## src/rtl/if_fetch_unit_pkg.sv

```systemverilog
// Shared constants and types for the instruction-fetch front end.
package if_fetch_unit_pkg;

  // Default address and instruction widths
  localparam int DEF_ADDR_WIDTH = 32;
  localparam int DEF_DATA_WIDTH = 32;

  // Instruction placed in the IF/ID register for a bubble (addi x0, x0, 0)
  localparam logic [31:0] NOP_INST = 32'h0000_0013;

  // Positions in the controller's stall vector
  localparam int STALL_IF = 1;
  localparam int STALL_ID = 2;

  // Value of a stall bit that requests a stop
  localparam logic STOP = 1'b1;

  // Fetch sequencer states
  typedef enum logic [1:0] {
    IF_IDLE  = 2'd0,
    IF_REQ   = 2'd1,
    IF_HOLD  = 2'd2,
    IF_DRAIN = 2'd3
  } if_state_e;

endpackage

```

## src/rtl/if_fetch_unit_if.sv

```systemverilog
// Instruction-memory request/acknowledge bus between the fetch unit and memory.
interface if_fetch_unit_if
  import if_fetch_unit_pkg::*;
#(
  parameter int ADDR_WIDTH = DEF_ADDR_WIDTH,
  parameter int DATA_WIDTH = DEF_DATA_WIDTH
);

  logic                  inst_req_o;
  logic [ADDR_WIDTH-1:0] inst_addr_o;
  logic                  inst_ack_i;
  logic [DATA_WIDTH-1:0] inst_rdata_i;

  // Fetch-unit side: issues requests, receives ack and data
  modport master (
    output inst_req_o,
    output inst_addr_o,
    input  inst_ack_i,
    input  inst_rdata_i
  );

  // Memory side: observes requests, answers with ack and data
  modport slave (
    input  inst_req_o,
    input  inst_addr_o,
    output inst_ack_i,
    output inst_rdata_i
  );

endinterface

```

## src/rtl/if_fetch_unit_if_id_reg.sv

```systemverilog
// IF/ID pipeline register: applies flush / bubble / hold / load priority to
// the {pc, instruction, valid} triple handed to the decode stage.
module if_id_reg
  import if_fetch_unit_pkg::*;
#(
  parameter int ADDR_WIDTH = DEF_ADDR_WIDTH,
  parameter int DATA_WIDTH = DEF_DATA_WIDTH
) (
  input  logic                  clk_i,
  input  logic                  rst_i,
  input  logic                  flush_i,
  // bit 0: IF hold, bit 1: ID hold
  input  logic [1:0]            stall_i,
  input  logic                  load_i,
  input  logic [ADDR_WIDTH-1:0] entry_pc_i,
  input  logic [DATA_WIDTH-1:0] entry_inst_i,
  output logic [ADDR_WIDTH-1:0] pc_o,
  output logic [DATA_WIDTH-1:0] inst_o,
  output logic                  valid_o
);

  localparam logic [DATA_WIDTH-1:0] BUBBLE_INST = DATA_WIDTH'(NOP_INST);

  logic                  stall_if;
  logic                  stall_id;
  logic [ADDR_WIDTH-1:0] pc_p1;
  logic [DATA_WIDTH-1:0] inst_p1;
  logic                  vld_p1;

  assign stall_if = (stall_i[0] == STOP);
  assign stall_id = (stall_i[1] == STOP);

  // ---- IF -> ID stage boundary ----
  // Flush beats everything; an IF-only stall inserts a bubble so ID can drain,
  // a stall of both IF and ID freezes the register, otherwise take the entry.
  always_ff @(posedge clk_i) begin
    if (rst_i) begin
      vld_p1  <= 1'b0;
      inst_p1 <= BUBBLE_INST;
      pc_p1   <= '0;
    end else if (flush_i || (stall_if && !stall_id)) begin
      vld_p1  <= 1'b0;
      inst_p1 <= BUBBLE_INST;
    end else if (!stall_if) begin
      if (load_i) begin
        vld_p1  <= 1'b1;
        pc_p1   <= entry_pc_i;
        inst_p1 <= entry_inst_i;
      end else begin
        vld_p1  <= 1'b0;
        inst_p1 <= BUBBLE_INST;
      end
    end
  end

  assign pc_o    = pc_p1;
  assign inst_o  = inst_p1;
  assign valid_o = vld_p1;

endmodule

```

## src/rtl/if_fetch_unit.sv

```systemverilog
// Instruction fetch unit: owns the PC, the single-outstanding memory request,
// a one-entry hold buffer for fetches that land while IF is stalled, and the
// IF/ID register feeding decode.
module if_fetch_unit
  import if_fetch_unit_pkg::*;
#(
  parameter int                    ADDR_WIDTH = DEF_ADDR_WIDTH,
  parameter int                    DATA_WIDTH = DEF_DATA_WIDTH,
  parameter logic [ADDR_WIDTH-1:0] RESET_PC   = '0,
  parameter int unsigned           PC_STEP    = 4
) (
  input  logic                  clk_i,
  input  logic                  rst_i,
  input  logic [5:0]            stall_i,
  input  logic                  flush_jump_i,
  input  logic [ADDR_WIDTH-1:0] new_pc_i,
  if_fetch_unit_if.master       mem,
  output logic [ADDR_WIDTH-1:0] id_pc_o,
  output logic [DATA_WIDTH-1:0] id_inst_o,
  output logic                  id_valid_o
);

  // PC increment; wraps modulo 2^ADDR_WIDTH by construction
  function automatic logic [ADDR_WIDTH-1:0] pc_inc(input logic [ADDR_WIDTH-1:0] pc);
    return pc + ADDR_WIDTH'(PC_STEP);
  endfunction

  if_state_e             state_q;
  logic                  req_q;
  logic [ADDR_WIDTH-1:0] addr_q;
  logic [ADDR_WIDTH-1:0] pc_q;
  logic                  hold_vld_q;
  logic [ADDR_WIDTH-1:0] hold_pc_q;
  logic [DATA_WIDTH-1:0] hold_inst_q;

  logic                  ack;
  logic                  stall_if;
  logic                  req_ack;
  logic                  hold_release;
  logic                  hold_capture;
  logic                  unacked;
  logic                  load;
  logic [ADDR_WIDTH-1:0] entry_pc;
  logic [DATA_WIDTH-1:0] entry_inst;
  logic                  unused_stall_bits;

  assign ack      = mem.inst_ack_i;
  assign stall_if = (stall_i[STALL_IF] == STOP);

  // Only the IF and ID hold bits matter to the front of the pipe
  assign unused_stall_bits = ^{stall_i[5:3], stall_i[0]};

  // A fetch completes only in REQ with the request line up and memory accepting
  assign req_ack      = (state_q == IF_REQ) && req_q && ack;
  assign hold_release = (state_q == IF_HOLD) && hold_vld_q && !stall_if;
  assign hold_capture = req_ack && stall_if && !flush_jump_i;
  // A request still waiting for memory cannot be withdrawn; a redirect must drain it
  assign unacked      = req_q && !ack && ((state_q == IF_REQ) || (state_q == IF_DRAIN));

  assign load       = req_ack || hold_release;
  assign entry_pc   = (state_q == IF_HOLD) ? hold_pc_q   : addr_q;
  assign entry_inst = (state_q == IF_HOLD) ? hold_inst_q : mem.inst_rdata_i;

  // Fetch sequencer: state, registered request/address, PC and hold-buffer occupancy
  always_ff @(posedge clk_i) begin
    if (rst_i) begin
      state_q    <= IF_IDLE;
      req_q      <= 1'b0;
      addr_q     <= RESET_PC;
      pc_q       <= RESET_PC;
      hold_vld_q <= 1'b0;
    end else if (flush_jump_i) begin
      pc_q       <= new_pc_i;
      hold_vld_q <= 1'b0;
      if (unacked) begin
        // keep the old address on the bus until memory answers, then discard it
        state_q <= IF_DRAIN;
      end else begin
        state_q <= IF_REQ;
        req_q   <= 1'b1;
        addr_q  <= new_pc_i;
      end
    end else begin
      case (state_q)
        IF_IDLE: begin
          state_q <= IF_REQ;
          req_q   <= 1'b1;
          addr_q  <= pc_q;
        end
        IF_REQ: begin
          if (!req_q) begin
            // address is registered, so a new request starts one cycle after an ack
            req_q  <= 1'b1;
            addr_q <= pc_q;
          end else if (ack) begin
            req_q <= 1'b0;
            pc_q  <= pc_inc(addr_q);
            if (stall_if) begin
              state_q    <= IF_HOLD;
              hold_vld_q <= 1'b1;
            end
          end
        end
        IF_HOLD: begin
          if (!stall_if) begin
            state_q    <= IF_REQ;
            req_q      <= 1'b1;
            addr_q     <= pc_q;
            hold_vld_q <= 1'b0;
          end
        end
        IF_DRAIN: begin
          if (ack) begin
            state_q <= IF_REQ;
            req_q   <= 1'b1;
            addr_q  <= pc_q;
          end
        end
        default: begin
          state_q <= IF_IDLE;
          req_q   <= 1'b0;
        end
      endcase
    end
  end

  // Hold-buffer payload; occupancy is tracked by hold_vld_q
  always_ff @(posedge clk_i) begin
    if (hold_capture) begin
      hold_pc_q   <= addr_q;
      hold_inst_q <= mem.inst_rdata_i;
    end
  end

  assign mem.inst_req_o  = req_q;
  assign mem.inst_addr_o = addr_q;

  if_id_reg #(
    .ADDR_WIDTH (ADDR_WIDTH),
    .DATA_WIDTH (DATA_WIDTH)
  ) u_if_id_reg (
    .clk_i        (clk_i),
    .rst_i        (rst_i),
    .flush_i      (flush_jump_i),
    .stall_i      (stall_i[STALL_ID:STALL_IF]),
    .load_i       (load),
    .entry_pc_i   (entry_pc),
    .entry_inst_i (entry_inst),
    .pc_o         (id_pc_o),
    .inst_o       (id_inst_o),
    .valid_o      (id_valid_o)
  );

endmodule

```

## src/flat_wrapper.sv

```systemverilog
// flat-port wrapper written by rule: the top's interface ports become plain ports
module if_fetch_unit_flat import if_fetch_unit_pkg::*;
#(
  parameter int                    ADDR_WIDTH = DEF_ADDR_WIDTH,
  parameter int                    DATA_WIDTH = DEF_DATA_WIDTH,
  parameter logic [ADDR_WIDTH-1:0] RESET_PC   = '0,
  parameter int unsigned           PC_STEP    = 4
)
  (clk_i, rst_i, stall_i, flush_jump_i, new_pc_i, id_pc_o, id_inst_o, id_valid_o, mem_inst_req_o, mem_inst_addr_o, mem_inst_ack_i, mem_inst_rdata_i);
  if_fetch_unit_if #(.ADDR_WIDTH(ADDR_WIDTH), .DATA_WIDTH(DATA_WIDTH)) mem_i ();
  input  logic clk_i;
  input  logic rst_i;
  input  logic [5:0] stall_i;
  input  logic flush_jump_i;
  input  logic [ADDR_WIDTH-1:0] new_pc_i;
  output logic [ADDR_WIDTH-1:0] id_pc_o;
  output logic [DATA_WIDTH-1:0] id_inst_o;
  output logic id_valid_o;
  output wire logic [$bits(mem_i.inst_req_o)-1:0] mem_inst_req_o;
  output wire logic [$bits(mem_i.inst_addr_o)-1:0] mem_inst_addr_o;
  input wire logic [$bits(mem_i.inst_ack_i)-1:0] mem_inst_ack_i;
  input wire logic [$bits(mem_i.inst_rdata_i)-1:0] mem_inst_rdata_i;
  assign mem_inst_req_o = mem_i.inst_req_o;
  assign mem_inst_addr_o = mem_i.inst_addr_o;
  assign mem_i.inst_ack_i = mem_inst_ack_i;
  assign mem_i.inst_rdata_i = mem_inst_rdata_i;
  if_fetch_unit #(.ADDR_WIDTH(ADDR_WIDTH), .DATA_WIDTH(DATA_WIDTH), .RESET_PC(RESET_PC), .PC_STEP(PC_STEP)) u_core (.clk_i(clk_i), .rst_i(rst_i), .stall_i(stall_i), .flush_jump_i(flush_jump_i), .new_pc_i(new_pc_i), .mem(mem_i), .id_pc_o(id_pc_o), .id_inst_o(id_inst_o), .id_valid_o(id_valid_o));
endmodule
```

## config.mk

```make
export PLATFORM = sky130hd
export DESIGN_NAME = if_fetch_unit_flat
export DESIGN_NICKNAME = d
export VERILOG_FILES = /design/src/rtl/if_fetch_unit_pkg.sv /design/src/rtl/if_fetch_unit_if.sv /design/src/rtl/if_fetch_unit_if_id_reg.sv /design/src/rtl/if_fetch_unit.sv /design/src/flat_wrapper.sv
export SDC_FILE = /design/constraint.sdc
export NUM_CORES = 1
export LEC_CHECK = 0
export CAP_MARGIN = 20
export CORE_MARGIN = 3
export CORE_UTILIZATION = 25
export DETAILED_ROUTE_END_ITERATION = 16
export HOLD_SLACK_MARGIN = 0.03
export PLACE_DENSITY = 0.47
export SYNTH_ARGS = -nofsm -noshare
export SYNTH_HDL_FRONTEND = slang
export SYNTH_SLANG_ARGS = --single-unit
export TNS_END_PERCENT = 1
```

## constraint.sdc

```tcl
create_clock -name clk_i -period 13.2 [get_ports clk_i]
set_input_delay 1.98 -clock clk_i [delete_from_list [all_inputs] [get_ports clk_i]]
set_output_delay 1.98 -clock clk_i [all_outputs]
set_load 0.05 [all_outputs]
```

==> results.md <==
* Status: finished clean
* Area growth from synthesis to layout at 31.6%
* PD cells at 124 nW/um^2
* Largest stage delay on the critical path at 770 ps
* Crit. path cell count at 5
* Fmax at 0.229 GHz
* Initial antenna violation count at 2
* Critical Setup Path Class: in2reg
* Final hold vios at 0
* Number of global-route vias before repair at 6754
* Latest clock arrival within the worst-skew pair at 450 ps
* # resized after CTS at 0
* Tmin final at 4370 ps
* Number of synthesized flops with an enable pin at 64
* Top-area cell type share of the netlist area at 0.317
* CTS tree: built
* Worst Path Required at 13570 ps
* Mapped Area at 8400 sq um
* Via count at 6700
* IO Pins at 172
* Drt wl/cell at 19.0 um
* Cell type with the largest total area after synthesis: dfxtp_1
* Residual DRC at 0
* Ys flop type: dfxtp_1
* Postcts setup bufs at 0
* Hold depth at 2
* Core region area at 32900 sq um
* Root Buffer: clkbuf_16
* CTS clock-pin slew for the worst setup and hold paths at 90 ps
* Die area at 35800 sq um
* Vias/cell at 4.85
* Max VDD drop at 0.0944 mV
* Skew final at 15.5 ps
* PnR worst setup slack at 8830 ps
* Synth Area per Inst at 10.6 sq um
* NumNets Final at 1002
* Layout cells sized above 1 at 0.0681
* Leakage Power at 0.00346 uW
* Critical path buffer and inverter count at 1
* Fin crit share at 0.331
* Iter 0 DRT Violations at 388
* Crit path max-delay family: simple AND/OR/NAND/NOR gates
* Slew Limit Fails at 0
* GRT Resource Usage Total at 0.146
* Placer congestion estimate at 0.723
* Pre-CTS setup slack at 8350 ps
* CTS sink cnt at 197
* Synth Net Count at 870
* Commonest cells post-synth: 133 x dfxtp_1, 87 x nor2_1, 78 x mux2i_1
* Area contributors post-synth: dfxtp_1 32%, edfxtp_1 23%, mux2i_1 9.3%
* Seq cells post-synth at 197
* H-tree depth at 4
* Port bufs at 167
* Worst Hold Class: reg2reg
* Slew HR at 0.326
* Slew @ Worst Pin at 1010 ps
* Setup violations, final at 0
* Synth cell types at 57
* Worst hold slack at 473 ps
* Slowest CP cell: and4b_1
* Worst Setup Start Kind: input port
* Antenna viol nets, final at 0
* Met1 wire length at 12700 um
* WL final at 26300 um
* Crit Path Max Fanout at 18
* Die H at 189 um
* Row Count at 66
* RSZ-0062 raised after global routing: no
* YS warnings at 0
* Worst r2r path cells at 4
* DIE WIDTH at 189 um
* ANT cells at 0
* Top sig layer: met5
* Setup TNS at 0 ps
* Largest net degree at the start of global routing at 66
* Ordered cell list for the critical path: clkdlybuf4s50_1, and4b_1, nand2_1, or4_1, o211ai_1
* DRT Pass-1 Iters at 5
* Count leader, synth: dfxtp_1
* Clock tree buffer depth at 2
* Post-CTS Hold Fix Bufs at 0
* Met2 wire len at 11800 um
* DP Wirelength at 17000 um
* Overflow after GRT at 0
* Initial Utilization at 0.256
* DR WL met3 at 1430 um
* Syn Inst Count at 795
* Max_cap viols at 0
* Global-route wire length before repair at 40900 um
* CP Capture Type: register
* Num CTS Buffers at 17
* Worst EP arrival at 4740 ps
* Sequential fraction of the synthesis area at 0.546
* Asr flop ratio synth at 0
state kept, by name, summed over array words and instances, names as in the netlist:
register                    flops
u_core.hold_inst_q             32
u_core.hold_pc_q               32
u_core.mem.inst_addr_o         32
u_core.pc_q                    32
u_core.u_if_id_reg.inst_o      32
u_core.u_if_id_reg.pc_o        32
u_core.state_q                  2
u_core.hold_vld_q               1
u_core.mem.inst_req_o           1
u_core.u_if_id_reg.valid_o      1
where the power goes:
part           internal [uW]  total [uW]  switching, uW
Sequential               647         677           30.0
Combinational           72.2         178            106
Clock                    252         511            260
Total                    971        1370            395
layer usage:
metal / vias up / track usage
li1: 3278 / -
met1: 3216 / 0.203
met2: 181 / 0.230
met3: 21 / 0.0354
met4: 4 / 0.0370
met5: - / 0
worst paths after layout:
check,slack [ps],start,to
setup / recovery,8830,mem_inst_ack_i,u_core.pc_q[31]$_SDFFE_PP0P_
hold / removal,470,u_core.u_if_id_reg.valid_o$_SDFFE_PP0N_,u_core.u_if_id_reg.valid_o$_SDFFE_PP0N_
setup reg to reg,10360,u_core.state_q[0]$_SDFFE_PP0P_,u_core.pc_q[31]$_SDFFE_PP0P_
hold reg to reg,470,u_core.u_if_id_reg.valid_o$_SDFFE_PP0N_,u_core.u_if_id_reg.valid_o$_SDFFE_PP0N_
tightest hold or removal path, stage by stage (launching register included):
cell and delay [ps]:
dfxtp_1 310, nand2_1 60, a21oi_1 60
cells by family after synthesis:
group,synth area share
compound gates,0.190
xor+xnor,0.00834
fa+ha+maj,0.00149
buf+inv,0.0368
flops,0.546
mux,0.101
simple gates,0.116
placed cells by master (no fill, tap or decap), drive strengths merged, types with 6 or more instances in the layout:
master           n
a311oi          13
nor3             7
nor2            87
clkdlybuf4s50  165
clkbuf          18
o22ai           10
xnor2            7
edfxtp          64
nand3           16
buf             16
dfxtp          133
o21ai           11
mux2             6
o211ai          18
nand2           42
inv             16
a21oi           49
nand2b           6
nand4            9
a211oi          54
a22oi           14
a2bb2oi         29
mux2i           78
or4             15
metrics by stage:
stage | std cells | power [uW] | cell area [sq um] | utilization
floorplan | 795 | 792 | 8400 | -
global placement | 1349 | 870 | 10500 | 0.318
detailed placement | 1349 | 871 | 10500 | 0.318
CTS | 1381 | 1390 | 11000 | 0.336
global route | 1382 | 1430 | 11100 | 0.336
finish | 1382 | 1370 | 11100 | 0.336
area by class of cell:
type	instances	area [sq um]
Fill cell	3426	21800
Sequential cell	197	4580
Multi-Input combinational cell	522	3540
Timing Repair Buffer	181	1790
Tap cell	442	553
Clock buffer	18	429
Clock inverter	14	136
Inverter	8	30.0
(Power assumes the default switching activity.)
